`src/rtl/ula_pkg.sv`:
```
// Shared definitions for the ALU control unit: opcodes, FSM states,
// instruction field positions and the datapath width.
package ula_pkg;

  localparam int W = 16;

  localparam logic [2:0] OP_LOAD  = 3'b000;
  localparam logic [2:0] OP_ADD   = 3'b001;
  localparam logic [2:0] OP_ADDI  = 3'b010;
  localparam logic [2:0] OP_SUB   = 3'b011;
  localparam logic [2:0] OP_SUBI  = 3'b100;
  localparam logic [2:0] OP_MUL   = 3'b101;
  localparam logic [2:0] OP_CLEAR = 3'b110;
  localparam logic [2:0] OP_NOP   = 3'b111;

  typedef enum logic [1:0] {
    ST_IDLE   = 2'd0,
    ST_DECODE = 2'd1,
    ST_EXEC   = 2'd2,
    ST_WRITE  = 2'd3
  } state_t;

  localparam int OP_MSB    = 15;
  localparam int OP_LSB    = 13;
  localparam int RD_MSB    = 12;
  localparam int RD_LSB    = 10;
  localparam int RS1_MSB   = 9;
  localparam int RS1_LSB   = 7;
  localparam int RS2_MSB   = 6;
  localparam int RS2_LSB   = 4;
  localparam int IMM7_MSB  = 6;
  localparam int IMM10_MSB = 9;

endpackage

```
`src/rtl/ula.sv`:
```
// 16-bit signed ALU producing a 17-bit two's-complement result.
// param: 001/010 add, 011/100 subtract, 101 multiply (product truncated
// to W+1 bits), anything else yields zero.
module ula #(
  parameter int W = 16
) (
  input  logic signed [W-1:0] a,
  input  logic signed [W-1:0] b,
  input  logic        [2:0]   param,
  output logic signed [W:0]   s
);

  logic signed [2*W-1:0] prod;

  // Combinational operation select; add/sub are exact in W+1 bits.
  always_comb begin
    s    = '0;
    prod = a * b;
    case (param)
      3'b001, 3'b010: s = {a[W-1], a} + {b[W-1], b};
      3'b011, 3'b100: s = {a[W-1], a} - {b[W-1], b};
      3'b101:         s = prod[W:0];
      default:        s = '0;
    endcase
  end

endmodule

```
`src/rtl/unidade_controle_ula.sv`:
```
// Instruction-issue unit for the ALU: accepts one instruction at a time,
// fetches operands from an 8-entry register file, runs the ALU and writes
// the truncated result back. Four cycles per instruction, fixed latency.
module unidade_controle_ula
  import ula_pkg::*;
#(
  parameter int NREG = 8,
  parameter int W    = 16
) (
  input  logic          clk,
  input  logic          rst,
  input  logic          instr_valid,
  output logic          instr_ready,
  input  logic [15:0]   instr,
  output logic          done,
  output logic [W-1:0]  result,
  output logic          ovf,
  input  logic [2:0]    dbg_addr,
  output logic [W-1:0]  dbg_data
);

  state_t state, next_state;

  logic [15:0]        ir;
  logic signed [W-1:0] a_q, b_q;
  logic signed [W:0]   s, s_q;
  logic [W-1:0]       rf [NREG];
  logic [2:0]         param;

  logic [2:0] op, rd, rs1, rs2;
  logic [W-1:0] imm7_x, imm10_x;

  assign op      = ir[OP_MSB:OP_LSB];
  assign rd      = ir[RD_MSB:RD_LSB];
  assign rs1     = ir[RS1_MSB:RS1_LSB];
  assign rs2     = ir[RS2_MSB:RS2_LSB];
  assign imm7_x  = {{(W-7){ir[IMM7_MSB]}}, ir[IMM7_MSB:0]};
  assign imm10_x = {{(W-10){ir[IMM10_MSB]}}, ir[IMM10_MSB:0]};

  assign dbg_data = rf[dbg_addr];

  // ALU op code: arithmetic opcodes pass straight through, others idle the ALU.
  always_comb begin
    param = 3'b000;
    if (op == OP_ADD || op == OP_ADDI || op == OP_SUB ||
        op == OP_SUBI || op == OP_MUL)
      param = op;
  end

  ula #(.W(W)) u_ula (
    .a     (a_q),
    .b     (b_q),
    .param (param),
    .s     (s)
  );

  // State register.
  always_ff @(posedge clk or posedge rst) begin
    if (rst) state <= ST_IDLE;
    else     state <= next_state;
  end

  // Next-state and handshake outputs; the sequence is fixed, only IDLE waits.
  always_comb begin
    next_state  = state;
    instr_ready = 1'b0;
    done        = 1'b0;
    case (state)
      ST_IDLE: begin
        instr_ready = 1'b1;
        if (instr_valid) next_state = ST_DECODE;
      end
      ST_DECODE: next_state = ST_EXEC;
      ST_EXEC:   next_state = ST_WRITE;
      ST_WRITE: begin
        done       = 1'b1;
        next_state = ST_IDLE;
      end
      default: next_state = ST_IDLE;
    endcase
  end

  // Datapath: IR capture, operand fetch, ALU result register and write-back.
  // Operands are latched in DECODE, so rd may alias rs1/rs2 safely.
  always_ff @(posedge clk or posedge rst) begin
    if (rst) begin
      ir     <= '0;
      a_q    <= '0;
      b_q    <= '0;
      s_q    <= '0;
      result <= '0;
      ovf    <= 1'b0;
      for (int i = 0; i < NREG; i++) rf[i] <= '0;
    end else begin
      case (state)
        ST_IDLE: begin
          if (instr_valid) ir <= instr;
        end
        ST_DECODE: begin
          a_q <= rf[rs1];
          if (op == OP_ADDI || op == OP_SUBI) b_q <= imm7_x;
          else                                b_q <= rf[rs2];
        end
        ST_EXEC: begin
          s_q <= s;
        end
        ST_WRITE: begin
          case (op)
            OP_LOAD: begin
              rf[rd] <= imm10_x;
              result <= imm10_x;
              ovf    <= 1'b0;
            end
            OP_CLEAR: begin
              for (int i = 0; i < NREG; i++) rf[i] <= '0;
              result <= '0;
              ovf    <= 1'b0;
            end
            OP_NOP: begin
              result <= '0;
              ovf    <= 1'b0;
            end
            default: begin
              rf[rd] <= s_q[W-1:0];
              result <= s_q[W-1:0];
              ovf    <= s_q[W] ^ s_q[W-1];
            end
          endcase
        end
        default: ;
      endcase
    end
  end

endmodule

```
`config.mk`:
```
export PLATFORM = sky130hd
export DESIGN_NAME = unidade_controle_ula
export DESIGN_NICKNAME = d
export VERILOG_FILES = /design/src/rtl/ula_pkg.sv /design/src/rtl/ula.sv /design/src/rtl/unidade_controle_ula.sv
export SDC_FILE = /design/constraint.sdc
export NUM_CORES = 1
export LEC_CHECK = 0
export ABC_CLOCK_PERIOD_IN_PS = 8700
export CELL_PAD_IN_SITES_DETAIL_PLACEMENT = 0
export CELL_PAD_IN_SITES_GLOBAL_PLACEMENT = 2
export CORE_MARGIN = 2
export CORE_UTILIZATION = 41
export DETAILED_ROUTE_END_ITERATION = 7
export GPL_ROUTABILITY_DRIVEN = 0
export PLACE_DENSITY = 0.8
export SYNTH_ARGS = -nofsm -noshare
export SYNTH_HDL_FRONTEND = slang
export SYNTH_SLANG_ARGS = --single-unit
```
`constraint.sdc`:
```
create_clock -name clk -period 8.7 [get_ports clk]
set_input_delay 1.74 -clock clk [delete_from_list [all_inputs] [get_ports clk]]
set_output_delay 1.74 -clock clk [all_outputs]
set_load 0.05 [all_outputs]
```
Yosys cells after proc, flatten, opt, wreduce, memory -nomap -nowiden
Index checks and enable logic that the tools add are counted.
- bits in registers: 212
- input bits: 22
- output and inout bits: 35
- word-level logic and storage cells: 82
- add/sub/neg operators: 2
- multipliers: 1
- magnitude comparators: 5
- equality and inequality tests: 16
- multiplexer cells: 23
- bitwise gates (word level): 6
- reduce and logical (&&, ||, !) cells: 14
- operator list (kind ; count):
    $pmux 128 s3 ; 1
    $bwmux 128 ; 2
    $bmux 16 s3 ; 3
    $mux 16 ; 8
    $pmux 17 s3 ; 1
    $demux 16 s3 ; 1
    $pmux 16 s2 ; 1
    $eq 3x3->1 const B ; 6
    $add 16x16->17 ; 1
    $mul 16x16->17 ; 1
    $sub 16x16->17 ; 1
    $ge 4x4->1 const B ; 4
    $not 3->4 ; 4
    $eq 3x2->1 const B ; 4
    $pmux 2 s4 ; 1
    $eq 3x1->1 const B ; 2
    $reduce_or 2->1 ; 3
    $logic_or 1x1->1 ; 5
    $eq 2x2->1 const B ; 2
    $lt 4x1->1 const B ; 1
    $reduce_and 2->1 ; 2
    $logic_not 3->1 ; 1
    $mux 1 ; 3
    $mux 3 ; 1
    8 further kinds ; 8

Logic depth before layout (Yosys ltp)
Gate-level depths: netlist of the first run.
- word-level depth: 9
- mapped depth: 23
- gate-level depth less buffers: 22

Modules after synthesis
Synthesis of the first run repeated with hierarchy kept, for this count alone.
- cells, all modules: 1691
- area total of the unflattened synthesis: 17259.1 um^2
- by module, submodules not included (module ; instances ; cells an instance ; area each (um^2) ; sequential area each (um^2)):
    unidade_controle_ula ; 1 ; 950 ; 11374.7 ; 5305.1
    ula ; 1 ; 741 ; 5884.4 ; 0.0

Worst setup path after synthesis of the first run
Ideal clock, no wire load.
- path type: register to register
- from: register b_q[2]
- to: register s_q[16]
- arrival: 5.310 ns
- required time: 8.564 ns
- slack: 3.254 ns
- stages on the path, launching flop included: 22
- period minus slack after synthesis: 5.446 ns
- path through: dfrtp_1 -> clkbuf_1 -> clkbuf_1 -> nand2_1 -> fa_1 -> fa_1 -> fa_1 -> fa_1 -> inv_1 -> fa_1 -> inv_1 -> fa_1 -> inv_1 -> ha_1 -> nand3_1 -> nand2_1 -> a41oi_1 -> a211oi_1 -> a31oi_1 -> xnor2_1 -> nand3_1 -> o311ai_2
- word-level cells in the longest chain between the ends: 2
- elaborated cells between the ends (all ways): 4
- RTL lines (what ; RTL line ; text):
    start, declared ; unidade_controle_ula.sv:25 ; logic signed [W-1:0] a_q, b_q;
    start signal, assigned ; unidade_controle_ula.sv:101 ; if (op == OP_ADDI || op == OP_SUBI) b_q <= imm7_x;
    start signal, assigned ; unidade_controle_ula.sv:102 ; else b_q <= rf[rs2];
    $mul 16x16->17 (tied with other cells) ; ula.sv:18 ; prod = a * b;
    $pmux 17 s3 * ; ula.sv:19 ; case (param)
    end signal, assigned ; unidade_controle_ula.sv:105 ; s_q <= s;
    end, declared ; unidade_controle_ula.sv:26 ; logic signed [W:0] s, s_q;
Mark *: on every way between the ends. The rest lies on a longest branch, timed or not.
A chain may end at the register's enable or synchronous reset.

Final worst setup path of the first run
- from: input dbg_addr[1]
- to: output dbg_data[6]
- word-level cells in the longest chain between the ends: 4
- RTL lines (what ; RTL line ; text):
    start, declared ; unidade_controle_ula.sv:18 ; input logic [2:0] dbg_addr,
    $not 3->4 (implied by the code) ; unidade_controle_ula.sv:40 ; assign dbg_data = rf[dbg_addr];
    $bmux 16 s3 ; unidade_controle_ula.sv:40 ;
    $mux 16 (implied by the code) (2 in a row) ; unidade_controle_ula.sv:40 ;
    end, declared ; unidade_controle_ula.sv:19 ; output logic [W-1:0] dbg_data
Every way passes these cells. The select of a mux whose other input is x is not followed.

==> results_dict.tcl, run 1 <==
set metrics [dict create \
    grt_pass1_vias 12800 \
    cap_viol_max_count 0 \
    dr.pass1.iters 5 \
    cts_resized 0 \
    ys.flop_type "dfrtp_1" \
    worst-r2r-setup-slack_ns 2.90 \
    syn_avg_cell_area_um2 9.96 \
    htreeDepth 1 \
    worstHoldStart "ir[5]" \
    synthAdderAreaFrac_pct 17.6 \
    synth_compound_area_share_pct 11.1 \
    ant_nets 0 \
    crit_path_end_kind "output port" \
    yosysTopAreaCellShare_pct 31.5 \
    grt_usage_pct 23.8 \
    hp-class "register to register" \
    clockBufferDepth 3 \
    setup_viol 0 \
    required_ns 6.96 \
    fin_nets 1879 \
    grt-ovfl-total 0 \
    reg2reg_depth 20 \
    grt_first_pass_wirelength_mm 77.4 \
    clock.fmax_mhz 172 \
    regToRegStartpoint "b_q[4]" \
    clk_latency_ns 0.55 \
    cts_tree "yes" \
    rsz0062_at_grt "no" \
    start_util_pct 41.4 \
    hold_buffers 0 \
    die_w_um 207 \
    n_fill_cell 3926 \
    critPathLaunchType "primary input" \
    clk_pin_slew_ns 0.06 \
    synth_cell_type_count 58 \
    worst_ep_arrival_time_ns 4.07 \
    drt_iter0_markers 1053 \
    syn_nets 1889 \
    synthSimpleGateAreaFrac_pct 12.9 \
    crit_type "primary input to output port" \
    yosysSeqAreaShare_pct 31.5 \
    finalCritPeriodShare_pct 66.8 \
    root_buffer "clkbuf_16" \
    area_delta_synth_final_pct 11.1 \
    io_buffers 56 \
    synthCells 1688 \
    ys_ff_latch 212 \
    finalClockSkew_ns 0.0312 \
    cp_max_fo 32 \
    yosysTopAreaCell "dfrtp_1" \
    holdPathEnd "ir[5]" \
    via_per_inst 5.67 \
    drive_gt1_share_pct 13.1 \
    period_minus_slack_ns 5.81 \
    hold_depth 1 \
    synth_most_common_cell "dfrtp_1" \
    antenna_found_initial 0 \
    wirelength_mm 48.7 \
    synthMuxAreaShare_pct 16.9 \
    synthTopCellsByArea "dfrtp_1 (32%), mux4_2 (13%), fa_1 (11%)" \
    drcViolationCount 0 \
    synthArstFlopShare_pct 100 \
    setup_tns_ns 0 \
    synth_top_family_by_area "adder cells" \
    synth_edf_count 0 \
    die_h_um 207 \
    r2r_end "s_q[16]" \
    coreArea_um2 40600 \
    vias 12600 \
    hold_viol 0 \
    wl_per_cell_um 21.8 \
    numCtsBuffers 25 \
    yosys_warnings 0 \
    post_cts.repair.setup_buffers 0 \
    num_rows 74 \
    slew_viol_final 0 \
    diodes 0 \
    tightest_slew_ns 1.25 \
    dp_hpwl_mm 33.0 \
    grt_max_degree 92 \
    yosys.area_share.xor_xnor_pct 3.47 \
    netlist_area_um2 16800 \
    clock-sinks 212 \
    status "finished, final reports clean" \
    ios 57 \
    max_slew_margin_pct 16.6 \
    dieArea_um2 42700 \
    yosys-top-cells-count "dfrtp_1 (212), o21ai_0 (177), inv_1 (164)" \
]
-- per-stage QoR --
step / setup slack, ns / hold WS, ns / instances / util [%] / cell area [um2]
5_1_grt: 2.55 / 0.532 / 2229 / 46.0 / 18700
4_1_cts: 2.89 / 0.522 / 2229 / 46.0 / 18700
2_1_floorplan: 1.17 / 0.498 / 1688 / - / 16800
6_report: 2.89 / 0.521 / 2229 / 46.0 / 18700
3_5_place_dp: 2.91 / 0.508 / 2183 / 43.8 / 17800
3_3_place_gp: 2.93 / 0.494 / 2183 / 43.8 / 17800
-- critical path, stage by stage --
cell and delay (ns):
clkdlybuf4s50_1 0.45, buf_4 0.44, mux4_2 0.39, mux2_2 0.32, clkdlybuf4s50_1 0.72
-- layout by cell type (no fill, tap or decap), types with 3 or more instances in the layout --
| cell | netlist | layout |
|---|---|---|
| dfrtp_1 | 212 | 210 |
| o21ai_0 | 177 | 177 |
| inv_1 | 164 | 163 |
| nand3_1 | 140 | 140 |
| nand2_1 | 117 | 117 |
| mux4_2 | 96 | 96 |
| fa_1 | 95 | 95 |
| nor2_1 | 91 | 91 |
| ha_1 | 84 | 83 |
| a21oi_1 | 76 | 76 |
| and2_1 | 67 | 67 |
| clkdlybuf4s50_1 | 0 | 55 |
| xnor2_1 | 48 | 48 |
| mux2_2 | 42 | 42 |
| buf_4 | 0 | 29 |
| clkbuf_16 | 0 | 25 |
| mux2i_1 | 21 | 21 |
| a22oi_1 | 20 | 20 |
| xor2_1 | 16 | 16 |
| nor3_1 | 10 | 9 |
| o211ai_1 | 7 | 7 |
| clkbuf_8 | 0 | 7 |
| nand3b_1 | 6 | 6 |
| o21a_1 | 6 | 6 |
| nor2b_1 | 6 | 6 |
| a221oi_1 | 6 | 6 |
| clkbuf_1 | 110 | 6 |
| nand2b_1 | 5 | 5 |
| o31ai_1 | 5 | 5 |
| a21o_1 | 5 | 5 |
| a31oi_1 | 5 | 5 |
| or3_1 | 3 | 3 |
| nor4_1 | 3 | 3 |
| a211oi_1 | 3 | 3 |
| a32oi_1 | 3 | 3 |
| bufinv_16 | 0 | 3 |
-- area by class of cell --
| cell class | instances | area [um2] | area share, % |
|---|---|---|---|
| clock buffer | 38 | 744 | 3.99 |
| clock inverter | 8 | 128 | 0.683 |
| inverter | 165 | 627 | 3.36 |
| multi-input combinational | 1189 | 10400 | 55.9 |
| sequential | 212 | 5310 | 28.4 |
| tap | 532 | 666 | 3.56 |
| timing repair buffer | 85 | 773 | 4.14 |
-- metal layers --
layer	part of all wire, %	up-vias	routed length [um]	global-route usage [%]
met1	44	6437	21400	33.3
met2	49	344	23900	40.1
li1	-	5825	-	-
met5	0	-	0	0
met4	1.5	0	720	4.44
met3	5.5	41	2660	3.01
-- cells by family after synthesis --
logic type	count (synthesis)
AOI/OAI and AO/OA	328
xor gates and xnor gates	65
adders and majority gates	179
buffers and inverters	287
DFF	212
muxes	159
and+or+nand+nor	458
-- worst max-delay path by stage --
stage,end,slack [ns],depth (start not counted),start
final,dbg_data[6],2.89,5,dbg_addr[1]
after global routing,s_q[16],2.55,19,b_q[1]
after CTS,s_q[16],2.89,20,b_q[4]
after detailed placement,s_q[16],2.91,20,b_q[4]
after global placement,dbg_data[14],2.93,5,dbg_addr[1]
after floorplan,asynchronous set/reset pin,1.17,1,rst
Power of run 1 is not shown: default switching activity piles up to over one toggle a cycle in this logic, so the estimate is an artifact.
==> run 2: changes to the inputs <==
--- a/config.mk
+++ b/config.mk
@@ -5,14 +5,14 @@
 export SDC_FILE = /design/constraint.sdc
 export NUM_CORES = 1
 export LEC_CHECK = 0
-export ABC_CLOCK_PERIOD_IN_PS = 8700
+export ABC_CLOCK_PERIOD_IN_PS = 4700
 export CELL_PAD_IN_SITES_DETAIL_PLACEMENT = 0
 export CELL_PAD_IN_SITES_GLOBAL_PLACEMENT = 2
 export CORE_MARGIN = 2
-export CORE_UTILIZATION = 41
+export CORE_UTILIZATION = 37
 export DETAILED_ROUTE_END_ITERATION = 7
 export GPL_ROUTABILITY_DRIVEN = 0
-export PLACE_DENSITY = 0.8
+export PLACE_DENSITY = 0.76
 export SYNTH_ARGS = -nofsm -noshare
 export SYNTH_HDL_FRONTEND = slang
 export SYNTH_SLANG_ARGS = --single-unit
==> constraint.sdc (replaced) <==
create_clock -name clk -period 4.7 [get_ports clk]
set_input_delay 0.94 -clock clk [delete_from_list [all_inputs] [get_ports clk]]
set_output_delay 0.94 -clock clk [all_outputs]
set_load 0.05 [all_outputs]
==> run 2 against run 1 <==
Register-to-register slack got worse by 3.5 ns; global-route usage decreased by 1.4 points; clock skew decreased by 0.019 ns; critical endpoint is now s_q[16]; the run now ends with setup timing left.
==> results_dict.tcl, run 2 (synthesis results as in run 1) <==
set metrics [dict create \
    hold_viol 0 \
    root_buffer "clkbuf_16" \
    status "finished, violations left" \
    final_common_cell "dfrtp_1" \
    grt_first_pass_wirelength_mm 80.7 \
    max_slew_margin_pct 32.0 \
    violations "setup timing" \
    grt_pass1_vias 13400 \
    clock-sinks 212 \
    dp_hpwl_mm 36.6 \
    worst_slack_ns -0.573 \
    grtUsageMet3_pct 2.14 \
    fin_nets 2012 \
    hp-class "register to register" \
    finalCritPeriodShare_pct 112 \
    crit_type "register to register" \
    cp_cell_sequence "buf_12 > buf_6 > nand2_4 > fa_1 > fa_1 > fa_1 > fa_1 > inv_1 > fa_1 > inv_1 > fa_1 > inv_2 > ha_4 > nand3_2 > nand2_2 > a41oi_2 > a211oi_2 > a31oi_1 > xnor2_1 > nand3_1 > o311ai_2" \
    cts_tree "yes" \
    drive_gt1_share_pct 25.3 \
    vias 13000 \
    setup_viol 8 \
    tightest_slew_ns 1.02 \
    rsz0062_at_grt "yes" \
    clockBufferDepth 3 \
    met2_usage_pct 38.4 \
    critPathLaunchType "register" \
    diodes 0 \
    clk_pin_slew_ns 0.06 \
    cap_viol_max_count 0 \
    numCtsBuffers 25 \
    antenna_found_initial 0 \
    start_util_pct 37.3 \
    critPathBufInv 5 \
    cp_max_fo 5 \
    grt_max_degree 149 \
    clk_latency_ns 0.54 \
    grt-ovfl-total 0 \
    via_per_inst 5.34 \
    critPathSlowestCell "fa_1" \
    wirelength_mm 51.8 \
    hold_buffers 0 \
    dr.pass1.iters 5 \
    worst_ep_arrival_time_ns 5.71 \
    wl_per_cell_um 21.3 \
    cpLargestDelayFamily "adder cells" \
    ant_nets 0 \
    dieArea_um2 47200 \
    required_ns 5.14 \
    num_rows 78 \
    crit_path_end_kind "register" \
    slew_viol_final 0 \
    ios 57 \
    htreeDepth 1 \
    coreArea_um2 45100 \
    area_delta_synth_final_pct 20.6 \
    io_buffers 56 \
    stdcell_area_um2 20300 \
    die_w_um 217 \
    period_minus_slack_ns 5.27 \
    clock.fmax_mhz 190 \
    finalClockSkew_ns 0.0120 \
    drt_iter0_markers 820 \
    busiest_layer "met2" \
    final_cell_mix "dfrtp_1 (194), o21ai_0 (173), inv_1 (156), buf_4 (155), nand3_1 (136)" \
    grt_usage_pct 22.4 \
    die_h_um 217 \
    drcViolationCount 0 \
    slowest_delay_ns 0.57 \
    cp_common_cell "fa_1" \
    placed_area_um2 18800 \
    met1_usage_pct 30.7 \
]
run 2: cell types whose count changed in the layout (fill, tap and decap cells not counted), moves of 9 or more:
cell	previous run	this run
buf_12	0	9
buf_4	29	155
buf_6	0	14
clkdlybuf4s50_1	55	39
dfrtp_1	210	194
dfrtp_2	2	18
ha_1	83	70
ha_4	0	10
nand2_1	117	108
run 2: path summary, 6_finish.rpt:
path	from	to	slack, ns	depth (start not counted)
worst min register to register	result[6]	result[6]	0.52	2
min in group asynchronous	rst	asynchronous set/reset pin	0.94	3
worst max-delay path	b_q[1]	s_q[16]	-0.57	21
worst max register to register	b_q[1]	s_q[16]	-0.57	21
max in group asynchronous	rst	a_q[11]	2.98	3
worst min-delay path	result[6]	result[6]	0.52	2
run 2: per-layer routing:
layer,wire length [um],vias to the layer above
met4,991,0
met2,25600,243
met1,23100,6576
met5,0,-
met3,2180,50
li1,-,6096
run 2: repair_timing:
action	in CTS	in global routing
pin swaps	31	42
endpoints found under the setup margin	10	10
setup buffers	27	10
resized for setup	44	65
hold endpoints to repair	0	0
run 2: cell type report:
class | instances | area, um2
inverters | 165 | 623
repair buffers | 218 | 1900
flip-flops and latches | 212 | 5330
clock buffers | 40 | 752
multi-input cells | 1189 | 10900
clock inverters | 5 | 53.8
well taps | 600 | 751
fillers | 4389 | 24800
run 2: worst reg2reg max path, stage by stage (launching register included):
cell,delay (ns)
dfrtp_2,0.43
buf_12,0.14
buf_6,0.12
nand2_4,0.05
fa_1,0.43
fa_1,0.57
fa_1,0.43
fa_1,0.50
inv_1,0.05
fa_1,0.47
inv_1,0.05
fa_1,0.51
inv_2,0.05
ha_4,0.29
nand3_2,0.08
nand2_2,0.08
a41oi_2,0.05
a211oi_2,0.29
a31oi_1,0.16
xnor2_1,0.18
nand3_1,0.11
o311ai_2,0.12
run 2: stage by stage:
stage               std cells  TNS [ns]  utilization (%)  hold WS, ns  setup WS [ns]
floorplan                1688     -1.31                -        0.498         -0.358
global placement         2349     -5.00             41.6        0.509         -0.775
detailed placement       2349     -5.39             41.6        0.513         -0.760
CTS                      2421     -3.70             44.2        0.527         -0.565
global route             2429     -4.69             45.0        0.555         -0.761
finish                   2429     -3.30             45.0        0.522         -0.573
Power of run 2 is left out for the same reason.
